**config.mk**
```make
export PLATFORM = sky130hd
export DESIGN_NAME = pipe_stage_hs
export DESIGN_NICKNAME = d
export VERILOG_FILES = /design/src/rtl/pipe_pkg.sv /design/src/rtl/stage_slot.sv /design/src/rtl/pipe_stage_hs.sv
export SDC_FILE = /design/constraint.sdc
export NUM_CORES = 1
export LEC_CHECK = 0
export ABC_AREA = 1
export CORE_MARGIN = 2
export CORE_UTILIZATION = 26
export DETAILED_ROUTE_END_ITERATION = 12
export PLACE_DENSITY = 0.52
export SYNTH_ARGS = -nofsm -noshare
export SYNTH_HDL_FRONTEND = slang
export SYNTH_SLANG_ARGS = --single-unit
```
**constraint.sdc**
```tcl
create_clock -name clk -period 4 [get_ports clk]
set_input_delay 1.2 -clock clk [delete_from_list [all_inputs] [get_ports clk]]
set_output_delay 1.2 -clock clk [all_outputs]
set_load 0.01 [all_outputs]
```
**src/rtl/pipe_pkg.sv**
```systemverilog
// Shared types and default widths for the valid/ready pipeline stage registers.
package pipe_pkg;

    // Encoding doubles as the occupancy count.
    typedef enum logic [1:0] {
        ST_EMPTY = 2'd0,
        ST_ONE   = 2'd1,
        ST_TWO   = 2'd2
    } stage_state_t;

    localparam int IF_ID_DATA_W  = 64;   // PC, Instr
    localparam int IF_ID_CTRL_W  = 1;
    localparam int ID_EX_DATA_W  = 133;  // PC, RD1, RD2, ImmExt, Rd
    localparam int ID_EX_CTRL_W  = 9;
    localparam int EX_MEM_DATA_W = 69;   // ALUResult, WriteData, Rd
    localparam int EX_MEM_CTRL_W = 4;
    localparam int MEM_WB_DATA_W = 69;   // ALUResult, ReadData, Rd
    localparam int MEM_WB_CTRL_W = 3;

endpackage

```
**src/rtl/stage_slot.sv**
```systemverilog
// One storage slot of a pipeline stage: register with load enable and
// synchronous clear (clear wins over load).
module stage_slot
    import pipe_pkg::*;
#(
    parameter int W = 35
) (
    input  logic         clk,
    input  logic         rst,
    input  logic         clr,
    input  logic         ld,
    input  logic [W-1:0] d,
    output logic [W-1:0] q
);

    logic [W-1:0] q_q, q_d;

    always_comb begin
        q_d = q_q;
        if (clr)
            q_d = '0;
        else if (ld)
            q_d = d;
    end

    always_ff @(posedge clk) begin
        if (rst)
            q_q <= '0;
        else
            q_q <= q_d;
    end

    assign q = q_q;

endmodule

```
**src/rtl/pipe_stage_hs.sv**
```systemverilog
// Pipeline stage register with valid/ready handshake, optional 2-entry skid
// buffer, flush, and control bits forced to zero on bubbles.
module pipe_stage_hs
    import pipe_pkg::*;
#(
    parameter int DATA_W = 32,
    parameter int CTRL_W = 3,
    parameter int SKID   = 1
) (
    input  logic              clk,
    input  logic              rst,
    input  logic              flush,
    input  logic              in_valid,
    output logic              in_ready,
    input  logic [CTRL_W-1:0] in_ctrl,
    input  logic [DATA_W-1:0] in_data,
    output logic              out_valid,
    input  logic              out_ready,
    output logic [CTRL_W-1:0] out_ctrl,
    output logic [DATA_W-1:0] out_data,
    output logic [1:0]        count
);

    localparam int W = DATA_W + CTRL_W;

    stage_state_t   state_q, state_d;
    logic           push, pop;
    logic           head_ld, head_clr;
    logic [W-1:0]   head_d, head_q;

    assign out_valid = (state_q != ST_EMPTY);
    assign push      = in_valid & in_ready;
    assign pop       = out_valid & out_ready;

    always_ff @(posedge clk) begin
        if (rst)
            state_q <= ST_EMPTY;
        else
            state_q <= state_d;
    end

    generate
        if (SKID != 0) begin : g_skid
            logic         skid_ld, skid_clr;
            logic [W-1:0] skid_q;

            // Registered ready: depends on state only, never on out_ready.
            assign in_ready = (state_q != ST_TWO);

            always_comb begin
                state_d  = state_q;
                head_ld  = 1'b0;
                head_clr = 1'b0;
                skid_ld  = 1'b0;
                skid_clr = 1'b0;
                head_d   = {in_ctrl, in_data};
                if (flush) begin
                    state_d  = ST_EMPTY;
                    head_clr = 1'b1;
                    skid_clr = 1'b1;
                end else begin
                    case (state_q)
                        ST_EMPTY: if (push) begin
                            state_d = ST_ONE;
                            head_ld = 1'b1;
                        end
                        ST_ONE: begin
                            if (push && pop) begin
                                head_ld = 1'b1;
                            end else if (push) begin
                                state_d = ST_TWO;
                                skid_ld = 1'b1;
                            end else if (pop) begin
                                state_d  = ST_EMPTY;
                                head_clr = 1'b1;
                            end
                        end
                        ST_TWO: if (pop) begin
                            state_d  = ST_ONE;
                            head_ld  = 1'b1;
                            head_d   = skid_q;
                            skid_clr = 1'b1;
                        end
                        default: state_d = ST_EMPTY;
                    endcase
                end
            end

            stage_slot #(.W(W)) u_skid (
                .clk (clk),
                .rst (rst),
                .clr (skid_clr),
                .ld  (skid_ld),
                .d   ({in_ctrl, in_data}),
                .q   (skid_q)
            );
        end else begin : g_single
            assign in_ready = !out_valid | out_ready;

            always_comb begin
                state_d  = state_q;
                head_ld  = 1'b0;
                head_clr = 1'b0;
                head_d   = {in_ctrl, in_data};
                if (flush) begin
                    state_d  = ST_EMPTY;
                    head_clr = 1'b1;
                end else if (push) begin
                    state_d = ST_ONE;
                    head_ld = 1'b1;
                end else if (pop) begin
                    state_d  = ST_EMPTY;
                    head_clr = 1'b1;
                end
            end
        end
    endgenerate

    stage_slot #(.W(W)) u_head (
        .clk (clk),
        .rst (rst),
        .clr (head_clr),
        .ld  (head_ld),
        .d   (head_d),
        .q   (head_q)
    );

    assign out_ctrl = head_q[W-1:DATA_W] & {CTRL_W{out_valid}};
    assign out_data = head_q[DATA_W-1:0];
    assign count    = state_q;

endmodule

```
======== Word-level counts from Yosys, hierarchy flattened ========
Cells that the tools add are included.
storage, ports and cells
  bits in registers ....................... 72
  input bits .............................. 40
  output and inout port bits .............. 39
  word-level logic and storage cells ...... 43
cells by class
  equal/unequal tests ..................... 7
  multiplexer cells ....................... 23
  bitwise operators ....................... 3
  reduce and logical (&&, ||, !) cells .... 7
operator list
  operator                                                          count
  35-bit 2-to-1 mux                                                 3
  1-bit 2-to-1 mux                                                  13
  2-bit 2-to-1 mux                                                  5
  2-bit inequality test (second input constant)                     4
  2-bit one-hot mux with 3 select lines                             1
  2-bit OR reduction                                                3
  4-bit AND reduction                                               1
  3-bit bitwise AND                                                 1
  3-bit inequality test (second input constant)                     1
  1-bit one-hot mux with 3 select lines                             1
  1-bit bitwise AND                                                 2
  2-bit by 1-bit == test with 1-bit output (second input constant)  1
  2-bit == test (second input constant)                             1
  2-bit logical NOT                                                 1
  2-bit nonzero test                                                1
  1-bit logical AND                                                 1

======== Depth between registers and ports, before layout ========
  depth after elaboration ................. 8
  depth in mapped cells ................... 8
  gate-level depth less buffers ........... 7

======== Modules after synthesis ========
From an unflattened synthesis, not the netlist that was laid out.
second synthesis, totals
  cells, all modules ...................... 595
  area, all modules ....................... 3,942.5 µm²
modules (own cells, without submodules)
  module         instances  cells each  area each (µm²)  sequential area each (µm²)
  stage_slot     2          222         1,532.7          700.7
  pipe_stage_hs  1          151         877.1            40.0

======== Worst setup path before layout ========
Ideal clock, no wire load.
  path kind ............................... input port to flip-flop
  start ................................... input flush
  end ..................................... register u_head.q_q[10], in the netlist u_head.q[10]
  library setup time ...................... 0.064 ns
  data arrival time ....................... 2.036 ns
  data required time ...................... 3.936 ns
  path slack .............................. 1.900 ns
  cell stages on the path ................. 6
  path buffers ............................ 1
  cell sequence ........................... nor2_1 inv_1 a31oi_2 buf_2 nand2_1 nor2_1
between the ends
  word-level cells in the longest chain between the ends .. 2
  elaborated cells between the ends (all ways) .. 4
  classes of those cells .................. 3 x mux; 1 x reduce/logical
ends and longest elaborated chain
  item                          RTL line             text
  start: declaration            pipe_stage_hs.sv:12  input logic flush,
  1-bit 2-to-1 mux              pipe_stage_hs.sv:57  if (flush) begin
  2-bit OR reduction (no line)  n/a
  end signal: assignment        stage_slot.sv:30     q_q <= q_d;
  end: declaration              stage_slot.sv:16     logic [W-1:0] q_q, q_d;
Several ways; a longest one is shown, not always the timed one.
A chain may end at the register's enable or synchronous reset.

======== Worst setup path after layout ========
  start ................................... register state_q[1], in the netlist count[1]
  end ..................................... output out_ctrl[2]
between the ends
  word-level cells in the longest chain between the ends .. 2
ends and longest elaborated chain
  item                      RTL line              text
  start: declaration        pipe_stage_hs.sv:26   stage_state_t state_q, state_d;
  start signal: assignment  pipe_stage_hs.sv:39   state_q <= state_d;
  2-bit nonzero test        pipe_stage_hs.sv:31   assign out_valid = (state_q != ST_EMPTY);
  3-bit bitwise AND         pipe_stage_hs.sv:128  assign out_ctrl = head_q[W-1:DATA_W] & {CTRL_W{out_valid}};
  end: declaration          pipe_stage_hs.sv:19   output logic [CTRL_W-1:0] out_ctrl,
No other way between the ends.

==> impl_metrics.py <==
metrics = {
    "drt": {
        "vias": 3152,
        "drc_errors": 0,
        "drt_first_pass_iters": 4,
        "viasPerCell": 4.09,
        "wl_um": 8580,
        "first_iter_violations": 143,
        "wl_per_cell_um": 11.1,
        "drt.antenna.violating_nets": 0,
    },
    "critical_path": {
        "slowest_stage": "clkdlybuf4s50_1",
        "cp-start-kind": "register",
        "r2r-start": "count[0]",
        "worstPathMaxFanout": 9,
        "path_class": "register to primary output",
        "path_common_cell": "nor2_1",
        "r2r.worst_path.cells": 7,
        "critPathMaxStageDelay_ns": 0.55,
        "r2r_end": "g_skid.u_skid.q[7]",
        "cpLargestDelayFamily": "buffers and inverters",
        "required_ns": 2.80,
        "crit_buf_inv": 1,
        "crit_chain": "nor2_1, nor2_1, clkdlybuf4s50_1",
        "rrSetupSlack_ns": 2.11,
        "worstPathArrival_ns": 1.69,
        "endpoint_kind": "primary output",
    },
    "power_and_ir_drop": {
        "p_per_area_nw_per_um2": 394,
        "leakage_nw": 1.82,
        "clockPowerShare": 0.497,
        "power.switching_mw": 0.409,
        "p_comb_frac": 0.099,
        "switching_share": 0.223,
        "ir_drop_mv": 0.159,
        "p_int_mw": 1.42,
        "pwr-share-seq": 0.404,
    },
    "timing": {
        "hold_violations": 0,
        "max_freq_mhz": 346,
        "setup_viol": 0,
        "relSlewSlack": 0.344,
        "layout_min_cycle_time_ns": 2.89,
        "worst_slew_pin_slew_ns": 0.983,
        "post-route-period-util": 0.722,
        "layout_setup_ws_ns": 1.11,
        "clock_skew_ns": 0.00645,
        "final_max_slew_viol_count": 0,
        "rsz0062_at_grt": "false",
        "setup_tns_ns": 0,
    },
    "cts": {
        "clkTransAtPathRegs_ns": 0.06,
        "cts_resized": 0,
        "cts_sinks": 72,
        "cts-root-buf": "clkbuf_16",
        "cts_setup_buffers": 0,
        "htreeDepth": 3,
        "cts-hold-fix-buffers": 0,
        "cts_buffers": 9,
        "clock_latency_ns": 0.33,
        "cts_tree": "yes",
        "cts_buffer_depth": 2,
    },
    "global_routing": {
        "antenna_found_initial": 0,
        "grt_pass1_vias": 2926,
        "grt_usage": 0.123,
        "grt_max_degree": 59,
        "grt_pass1_wl_um": 14200,
        "grt_overflow": 0,
    },
    "synth": {
        "netlist_instances": 553,
        "synthesis.nets": 593,
        "avgSynthCellArea_um2": 6.65,
        "syn_area_um2": 3670,
        "synth.distinct_cells": 24,
        "yosys_register_bits": 72,
        "ys_seq_area_frac": 0.392,
        "yosysWarnings": 0,
    },
    "floorplan": {
        "coreArea_um2": 13800,
        "num_rows": 43,
        "start_util": 0.266,
        "die_height_um": 123,
        "die_area_um2": 15100,
        "die_width_um": 123,
        "ios": 79,
    },
    "cells_and_area": {
        "fill_cells": 1488,
        "fin_nets": 625,
        "area_growth_pct": 26.4,
        "antenna_cells": 0,
        "drive_gt1_frac": 0.0525,
    },
    "job": {
        "drv_cap": 0,
    },
    "placement": {
        "post-place-ws_ns": 0.824,
        "dp_hpwl_um": 5200,
        "portBuffers": 78,
        "gp_congestion": 0.748,
    },
    "min_path": {
        "hold-path-cell-count": 2,
        "min_from": "g_skid.u_skid.q[22]",
        "min_to": "g_skid.u_skid.q[22]",
        "hold_class": "register to register",
    },
    "outcome": {
        "status": "completed",
    },
}
[how the worst max path moves through the flow]
stage	slack, ns	cells after the start	start	end
2_1_floorplan	1.90	6	flush	u_head.q[10]
3_3_place_gp	0.89	6	out_ready	g_skid.u_skid.q[32]
3_5_place_dp	0.82	7	out_ready	g_skid.u_skid.q[7]
4_1_cts	1.07	3	count[1]	out_ctrl[2]
5_1_grt	0.96	6	out_ready	g_skid.u_skid.q[2]
6_report	1.11	3	count[1]	out_ctrl[2]
[cells in the final DEF (no fill, tap or decap)]
cell               n
a211oi_1           1
a21oi_1            1
a31oi_4            1
buf_4              5
bufinv_16          2
clkbuf_16          9
clkbuf_8           3
clkdlybuf4s50_1   78
clkinvlp_4         2
dfxtp_1           72
inv_1             42
inv_2              4
nand2_1          108
nand2_4            1
nand3_1            3
nand3_2            1
nand3_4            1
nand3b_1          32
nand4_4            1
nor2_1           183
nor2_2             1
nor3b_1            1
o21ai_0           36
o21ai_1            1
o22ai_1            1
[cells by family (layout without fill, tap and decap cells)]
logic type	Yosys count	after routing	synth area share
and+or+nand+nor	332	332	0.387
buffers and inverters	108	145	0.162
DFF	72	72	0.392
AOI/OAI and AO/OA	41	41	0.0589
[metal layers]
layer	GRT usage	vias to the layer above	share of wire
met2	0.188	70	0.43
met3	0.0339	9	0.049
met4	0.0474	0	0.013
met5	0	-	0
li1	-	1710	-
met1	0.163	1363	0.51
[tightest hold or removal path, cell delays in order, from the launching register on]
cell,delay [ns]
dfxtp_1,0.32
nor2_1,0.05
nor2_1,0.08
[power by group through the flow]
stage | clock network (mW) | logic, mW | registers [mW]
floorplan | 0 | 0.110 | 0.753
global placement | 0 | 0.181 | 0.755
detailed placement | 0 | 0.182 | 0.755
CTS | 0.940 | 0.183 | 0.739
global route | 0.977 | 0.204 | 0.741
finish | 0.909 | 0.180 | 0.739
[cell usage after synthesis]
| cell type | n | area (um2) |
|---|---|---|
| nor2_1 | 183 | 687 |
| inv_1 | 42 | 158 |
| nand2_1 | 108 | 405 |
| a31oi_2 | 1 | 12.5 |
| buf_1 | 4 | 15.0 |
| o21ai_0 | 36 | 180 |
| nand3b_1 | 32 | 240 |
| o22ai_1 | 1 | 6.26 |
| nor3b_1 | 1 | 7.51 |
| a21oi_1 | 1 | 5.00 |
| nand3_1 | 3 | 15.0 |
| nand4_4 | 1 | 21.3 |
| nand3_2 | 1 | 10.0 |
| buf_4 | 38 | 285 |
| nand3_4 | 1 | 17.5 |
| buf_2 | 8 | 40.0 |
| dfxtp_1 | 72 | 1440 |
| inv_2 | 4 | 15.0 |
| buf_6 | 5 | 56.3 |
| nand2_4 | 1 | 11.3 |
| a211oi_1 | 1 | 7.51 |
| nor2_2 | 1 | 6.26 |
| clkbuf_1 | 7 | 26.3 |
| o21ai_1 | 1 | 5.00 |
[area by class of cell]
| class | instances | area (um2) | area share |
|---|---|---|---|
| sequential | 72 | 1440 | 0.310 |
| timing repair buffer | 83 | 818 | 0.176 |
| multi-input combinational | 373 | 1650 | 0.354 |
| tap | 180 | 225 | 0.0485 |
| clock inverter | 4 | 75.1 | 0.0162 |
| inverter | 46 | 173 | 0.0372 |
| clock buffer | 12 | 267 | 0.0574 |
[registers in the layout (all words and copies together) (netlist names)]
| name | cells |
|---|---|
| g_skid.u_skid.q | 35 |
| u_head.q | 35 |
| count | 2 |
[per-stage QoR]
step | total power, mW | util | hold WS [ns] | instance area [um2] | cells
3_3_place_gp | 0.935 | 0.311 | 0.462 | 4300 | 754
5_1_grt | 1.92 | 0.336 | 0.505 | 4650 | 770
6_report | 1.83 | 0.336 | 0.480 | 4650 | 770
3_5_place_dp | 0.937 | 0.311 | 0.471 | 4300 | 754
2_1_floorplan | 0.863 | - | 0.455 | 3670 | 553
4_1_cts | 1.86 | 0.336 | 0.485 | 4650 | 770
No activity file was read; power rests on OpenSTA's default activity.
